`src/rtl/mem_access_unit.sv`:
```
// rtl/mem_access_unit.sv - MEM-stage initiator: pipeline load/store to req/ack data-memory port
// Lane steering, byte enables, load extension, alignment and timeout faults.
module mem_access_unit #(
  parameter int ADDR_W  = 32,
  parameter int TIMEOUT = 16
) (
  input  logic              clk,
  input  logic              rst,
  input  logic              memRead,
  input  logic              memWrite,
  input  logic [1:0]        size,
  input  logic              signExt,
  input  logic [ADDR_W-1:0] aluRes,
  input  logic [31:0]       readData2Reg,
  output logic              stall,
  output logic [31:0]       readData,
  output logic              misaligned,
  output logic              busErr,
  output logic              mem_req,
  output logic              mem_we,
  output logic [ADDR_W-3:0] mem_addr,
  output logic [3:0]        mem_be,
  output logic [31:0]       mem_wdata,
  input  logic              mem_ack,
  input  logic [31:0]       mem_rdata
);

  typedef enum logic [1:0] {IDLE, WAIT, DONE} state_t;

  localparam logic [7:0] TO_LAST = 8'(TIMEOUT - 1);

  state_t      state, next_state;
  logic [7:0]  cnt;
  logic        active, align_ok;
  logic [3:0]  be_c;
  logic [31:0] wdata_c;

  // Load formatting context, captured at request time so the pipeline inputs
  // need not be trusted while waiting for the responder.
  logic        rd_q;
  logic [1:0]  off_q;
  logic [1:0]  size_q;
  logic        sext_q;

  assign active = memRead | memWrite;

  always_comb begin
    align_ok = 1'b1;
    be_c     = 4'b1111;
    wdata_c  = readData2Reg;
    case (size)
      2'b00: begin
        be_c    = 4'b0001 << aluRes[1:0];
        wdata_c = {4{readData2Reg[7:0]}};
      end
      2'b01: begin
        align_ok = ~aluRes[0];
        be_c     = aluRes[1] ? 4'b1100 : 4'b0011;
        wdata_c  = {2{readData2Reg[15:0]}};
      end
      default: begin
        align_ok = (aluRes[1:0] == 2'b00);
      end
    endcase
  end

  function automatic logic [31:0] fmt_load(input logic [31:0] w, input logic [1:0] off,
                                           input logic [1:0] sz, input logic sx);
    logic [7:0]  b;
    logic [15:0] h;
    b = w[8*off +: 8];
    h = w[16*off[1] +: 16];
    case (sz)
      2'b00:   fmt_load = {{24{sx & b[7]}}, b};
      2'b01:   fmt_load = {{16{sx & h[15]}}, h};
      default: fmt_load = w;
    endcase
  endfunction

  always_ff @(posedge clk or posedge rst) begin
    if (rst) state <= IDLE;
    else     state <= next_state;
  end

  always_comb begin
    next_state = state;
    case (state)
      IDLE:    if (active) next_state = align_ok ? WAIT : DONE;
      WAIT:    if (mem_ack || cnt == TO_LAST) next_state = DONE;
      DONE:    next_state = IDLE;
      default: next_state = IDLE;
    endcase
  end

  always_comb begin
    stall = 1'b0;
    case (state)
      IDLE:    stall = active;
      WAIT:    stall = 1'b1;
      default: stall = 1'b0;
    endcase
  end

  always_ff @(posedge clk or posedge rst) begin
    if (rst) begin
      mem_req    <= 1'b0;
      mem_we     <= 1'b0;
      mem_addr   <= '0;
      mem_be     <= 4'b0000;
      mem_wdata  <= 32'h0;
      readData   <= 32'h0;
      misaligned <= 1'b0;
      busErr     <= 1'b0;
      cnt        <= 8'h0;
      rd_q       <= 1'b0;
      off_q      <= 2'b00;
      size_q     <= 2'b00;
      sext_q     <= 1'b0;
    end else begin
      case (state)
        IDLE: begin
          if (active) begin
            if (align_ok) begin
              mem_addr  <= aluRes[ADDR_W-1:2];
              mem_we    <= ~memRead;
              mem_be    <= be_c;
              mem_wdata <= wdata_c;
              mem_req   <= 1'b1;
              cnt       <= 8'h0;
              rd_q      <= memRead;
              off_q     <= aluRes[1:0];
              size_q    <= size;
              sext_q    <= signExt;
            end else begin
              misaligned <= 1'b1;
              readData   <= 32'h0;
            end
          end
        end
        WAIT: begin
          cnt <= cnt + 8'h1;
          if (mem_ack) begin
            mem_req  <= 1'b0;
            busErr   <= 1'b0;
            readData <= rd_q ? fmt_load(mem_rdata, off_q, size_q, sext_q) : 32'h0;
          end else if (cnt == TO_LAST) begin
            mem_req  <= 1'b0;
            busErr   <= 1'b1;
            readData <= 32'h0;
          end
        end
        DONE: begin
          misaligned <= 1'b0;
          busErr     <= 1'b0;
        end
        default: ;
      endcase
    end
  end

endmodule
```
`config.mk`:
```
export PLATFORM = sky130hd
export DESIGN_NAME = mem_access_unit
export DESIGN_NICKNAME = d
export VERILOG_FILES = /design/src/rtl/mem_access_unit.sv
export SDC_FILE = /design/constraint.sdc
export NUM_CORES = 1
export LEC_CHECK = 0
export BUFFER_PORTS_ARGS = -buffer_cell sky130_fd_sc_hd__buf_2
export CAP_MARGIN = 25
export CORE_MARGIN = 2
export CORE_UTILIZATION = 49
export DETAILED_ROUTE_END_ITERATION = 8
export GPL_TIMING_DRIVEN = 0
export MAX_ROUTING_LAYER = met4
export PLACE_DENSITY_LB_ADDON = 0.2
export SLEW_MARGIN = 10
export SYNTH_ARGS = -nofsm -noshare
export SYNTH_HDL_FRONTEND = slang
export SYNTH_SLANG_ARGS = --single-unit
```
`constraint.sdc`:
```
create_clock -name clk -period 4 [get_ports clk]
set_clock_uncertainty 0.15 [all_clocks]
set_input_delay 0.4 -clock clk [delete_from_list [all_inputs] [get_ports clk]]
set_output_delay 0.4 -clock clk [all_outputs]
set_load 0.01 [all_outputs]
```
# == Word level (Yosys, flattened, before mapping) ==
# Index checks and enable logic that the tools add are counted.
# word_totals
register_bits,118
elab_cells,78
# op_classes
n_addsub,1
n_eq_ne,10
shifts,3
n_mux,30
n_bitwise,5
reduce_logical,15
# ops
cell,n
$pmux 32 s2,3
$mux 32,5
$shiftx 32x6->16,1
$shiftx 32x6->8,1
$mux 8,2
$pmux 8 s2,1
$pmux 1 s2,5
$reduce_and 3->1,3
$add 8x1->8 const B,1
$eq 8x4->1 const B,1
$logic_not 2->1,4
$mux 1,8
$ne 2x2->1 const B,4
$pmux 4 s2,1
$reduce_and 4->1,2
$eq 2x1->1 const B,3
$mux 2,3
$reduce_bool 2->1,3
$mux 4,1
$pmux 2 s2,1
$reduce_and 2->1,2
$shl 1x2->4 const A,1
$ne 3x3->1 const B,1
$and 1x1->1,2
other kinds (4),5

# == Depth between registers and ports, before layout ==
# depth
depth_word,6
depth_mapped,7
mapped_depth_nobuf,5

# == Least setup slack after synthesis ==
# Ideal clock, no wire load.
# synth_path
path_kind,flip-flop to flip-flop
start,register cnt[5]
end,register readData[16]
arrival_ps,1674
setup_slack_ps,2050
path_stages_with_launch,6
period_less_slack_ps,1950
cell_sequence,dfrtp_1 -> or4_4 -> o21ai_4 -> o211ai_4 -> buf_6 -> a221o_1
# synth_via
elab_chain_cells,3
# synth_lines
item,line_no,source
"start, declared",33,logic [7:0] cnt;
"start signal, assigned",141,cnt <= cnt + 8'h1;
$eq 8x4->1,146,end else if (cnt == TO_LAST) begin
$ne 3x3->1 (no line),--,
$reduce_and 4->1 (no line),--,
"end signal, assigned",145,"readData <= rd_q ? fmt_load(mem_rdata, off_q, size_q, sext_q) : 32'h0;"
"end, declared",16,"output logic [31:0] readData,"
# Every way passes these cells.
# A chain may end at the register's enable or synchronous reset.

# == Worst setup path after layout ==
# layout_path
start,input port memRead
end,register mem_wdata[5]
# layout_via
elab_chain_cells,2
# layout_lines
item,line_no,source
"start, declared",9,"input logic memRead,"
$or 1x1->1,45,assign active = memRead | memWrite;
$reduce_and 3->1 (no line),--,
"end signal, assigned",127,mem_wdata <= wdata_c;
"end, declared",23,"output logic [31:0] mem_wdata,"
# Every way passes these cells.

==> qor.tcl <==
set qor(route.vias.total) 5305
set qor(rsz0062_at_grt) {false}
set qor(power.clock.fraction) 0.270
set qor(setup_viol) 0
set qor(synth_simple_gate_area_frac) 0.175
set qor(wirelength_mm) 17.0
set qor(tightest_slew_margin_relative_to_the_limit) 0.545
set qor(internal_power_mw) 3.32
set qor(layout.cells.non_filler) 986
set qor(timing.final.crit_period_ns) 2.34
set qor(largest_family_of_logic_cells_by_synthesized_area) {simple AND/OR/NAND/NOR gates}
set qor(synth.yosys.warnings) 0
set qor(hold_viol) 0
set qor(switchingPower_mw) 1.98
set qor(fin_setup_tns_ns) 0
set qor(vias_per_cell) 5.38
set qor(critical_path.slowest_cell) {sky130_fd_sc_hd__clkbuf_1}
set qor(final_layout_size_suffix_gt1_frac) 0.310
set qor(min_delay_path_depth) 2
set qor(num_io_pins) 207
set qor(remaining_drc_errors) 0
set qor(r2r-start) {state[1]}
set qor(total_die_area_sq_um) 11900
set qor(synth.ff_latch_count) 118
set qor(post_dp_cell_area_sq_um) 6660
set qor(post-route-period-util) 0.586
set qor(start_util) 0.500
set qor(gp_congestion) 0.886
set qor(use_met2) 0.501
set qor(fin_worst_hold_slack_ns) 0.0223
set qor(clk_root_buffer_cell) {sky130_fd_sc_hd__clkbuf_8}
set qor(design.final.nets) 938
set qor(overflow) 0
set qor(xor_and_xnor_fraction_of_the_mapped_netlist_area) 0.00161
set qor(seq_power_share) 0.356
set qor(tritoncts) {done}
set qor(power.density_cell_area_nw_per_um2) 681
set qor(cts.repair.resized) 0
set qor(detailed_placement_wirelength_estimate_mm) 11.7
set qor(power.share.combinational) 0.374
set qor(vdd_drop_max_mv) 0.454
set qor(globalRoute.busiestLayer) {met2}
set qor(asyncSetResetFlopFracSynth) 1.00
set qor(worst_setup_path_startpoint) {memRead}
set qor(arrival_ns) 2.65
set qor(drt.antenna.violating_nets) 0
set qor(placementRows) 38
set qor(synth_seq_area_share) 0.544
set qor(clock_sinks) 118
set qor(cellLeakagePower_nw) 4.12
set qor(synth_top_cells_by_count) {164 x sky130_fd_sc_hd__nand2_1, 118 x sky130_fd_sc_hd__dfrtp_1, 39 x sky130_fd_sc_hd__mux2i_1}
set qor(startpoint_type) {primary input}
set qor(yosysMostFrequentCell) {sky130_fd_sc_hd__nand2_1}
set qor(critPathCaptureType) {flop}
set qor(final-max-slew-violation-count) 0
set qor(cts_inserted_buffers) 17
set qor(groute.usage.overall) 0.303
set qor(count_of_max_cap_constraint_violations) 0
set qor(netlist_top_cells_area) {sky130_fd_sc_hd__dfrtp_1 54%, sky130_fd_sc_hd__nand2_1 11%, sky130_fd_sc_hd__mux2i_1 7.2%}
set qor(fp.dieW_um) 109
set qor(grt_pass1_wl_mm) 26.7
set qor(cts_max_path_buffers) 2
set qor(core_area_sq_um) 10800
set qor(synth.largest_area_cell) {sky130_fd_sc_hd__dfrtp_1}
set qor(synthesis.area_per_instance_sq_um) 9.83
set qor(stdcell_area_sq_um) 7780
set qor(area_fraction_in_compound_gates_after_synthesis) 0.165
set qor(n_antenna_cell) 0
set qor(worst_hold_path_type) {in -> reg}
set qor(htree_num_levels) 4
set qor(synthDominantCellAreaShare) 0.544
set qor(drtIter0Drc) 429
set qor(portBuffers) 205
set qor(critical_path.max_fanout) 10
set qor(use_met1) 0.370
set qor(mappedNetlistNets) 657
set qor(worst_ep_required_time_ns) 4.30
set qor(grt_max_degree) 80
set qor(grt_pass1_vias) 5405
set qor(netSwitchingFraction) 0.373
set qor(post-place-cells) 898
set qor(timing.fmax_ghz) 0.427
set qor(synth-adder-area-share) 0.00231
set qor(number_of_cell_instances_on_the_worst_register_to_register_path) 5
set qor(cpPeakStageDelay_ns) 0.54
set qor(global_route.usage.met3) 0.0610
set qor(syn_area_sq_um) 5420
set qor(cts.reportedPaths.clkPinSlew_ns) 0.06
set qor(run_status) {finished clean}
set qor(synth_enable_flop_cells) 0
set qor(grt_antenna_before_repair) 0
set qor(worstSkewPairLatency_ns) 0.52
set qor(worst_slew_pin_slew_ns) 0.683
set qor(syn_to_final_growth_pct) 43.5
set qor(dr.pass1.iters) 7
set qor(crit_path_cell_trace) {dlygate4sd3_1 -> buf_2 -> o21ba_2 -> nand4_1 -> clkbuf_1 -> clkbuf_1 -> nand2_1 -> nand2_1}
set qor(wl_per_cell_um) 17.2
set qor(die-height_um) 109
set qor(ys_dominant_reg_cell) {sky130_fd_sc_hd__dfrtp_1}
set qor(synth.mux.area_fraction) 0.0740
set qor(post_synth_inst_count) 552
set qor(yosysUniqueCellTypes) 52
set qor(criticalPathCategory) {in -> reg}
set qor(holdCritStartpoint) {mem_rdata[20]}
-- final cells by class --
type	instances	area (sq um)
Buffer	38	174
Clock inverter	13	133
Timing Repair Buffer	262	1610
Tap cell	140	175
Fill cell	818	3060
Sequential cell	118	2950
Inverter	7	31.3
Multi-Input combinational cell	389	2270
Clock buffer	19	432
-- cell usage in the layout (no fill, tap or decap), types with 16 or more instances in the layout --
cell type / netlist / routed
sky130_fd_sc_hd__clkbuf_16: 0 / 16
sky130_fd_sc_hd__dlygate4sd3_1: 0 / 56
sky130_fd_sc_hd__nand2_1: 164 / 164
sky130_fd_sc_hd__dfrtp_1: 118 / 118
sky130_fd_sc_hd__o21ai_0: 36 / 36
sky130_fd_sc_hd__nor2_1: 23 / 23
sky130_fd_sc_hd__a21oi_1: 23 / 23
sky130_fd_sc_hd__mux2i_1: 39 / 39
sky130_fd_sc_hd__clkbuf_1: 22 / 23
sky130_fd_sc_hd__buf_2: 10 / 215
sky130_fd_sc_hd__a221o_1: 16 / 16
-- worst max-delay path: cells and delay by family --
family | cells | cell delay (ns)
buffers and inverters | 4 | 1.56
AO/OA/AOI/OAI | 1 | 0.22
AND/OR/NAND/NOR | 3 | 0.46
-- worst paths after layout --
| check | slack [ns] | end |
|---|---|---|
| max | 1.66 | mem_wdata[5] |
| max reg2reg | 1.71 | readData[16] |
| min | 0.02 | readData[20] |
| max in group asynchronous | 2.71 | readData[17] |
| min in group asynchronous | 0.29 | mem_wdata[7] |
| min reg2reg | 0.32 | mem_addr[22] |
-- kinds of logic (layout without fill, tap and decap cells) --
| family | Yosys count | after routing |
|---|---|---|
| adder cells (fa/ha/maj) | 1 | 1 |
| buffers and inverters | 45 | 339 |
| XOR/XNOR | 1 | 1 |
| AO/OA/AOI/OAI | 124 | 124 |
| AND/OR/NAND/NOR | 223 | 223 |
| multiplexers | 40 | 40 |
| flip-flops | 118 | 118 |
-- registers in the layout, indices dropped and copies added (netlist names), 2 cells and up --
signal and flops:
size_q 2, readData 32, mem_wdata 32, mem_addr 30, state 2, off_q 2
mem_be 4, cnt 8
-- through the flow --
step / setup slack [ns] / utilization / power [mW]
floorplan: 0.321 / - / 3.01
global placement: -0.908 / 0.611 / 3.73
detailed placement: 1.64 / 0.614 / 3.81
CTS: 1.63 / 0.718 / 5.31
global route: 1.50 / 0.718 / 5.63
finish: 1.66 / 0.718 / 5.30
-- power groups by stage --
stage,logic (mW),clock network (mW),registers [mW]
2_1_floorplan,0.954,0,2.06
3_3_place_gp,1.86,0,1.87
3_5_place_dp,1.93,0,1.88
4_1_cts,1.98,1.45,1.88
5_1_grt,2.19,1.51,1.93
6_report,1.98,1.43,1.89
-- repair_timing --
action,CTS,global route
hold endpoints to repair,94,0
setup buffers,0,0
hold buffers,56,0
-- per-layer routing --
layer,vias to the layer above,routed length (um)
li1,2484,-
met1,2592,6990
met2,200,8690
met3,29,983
met4,0,346
met5,-,0
Power figures use the tool's default switching activity.
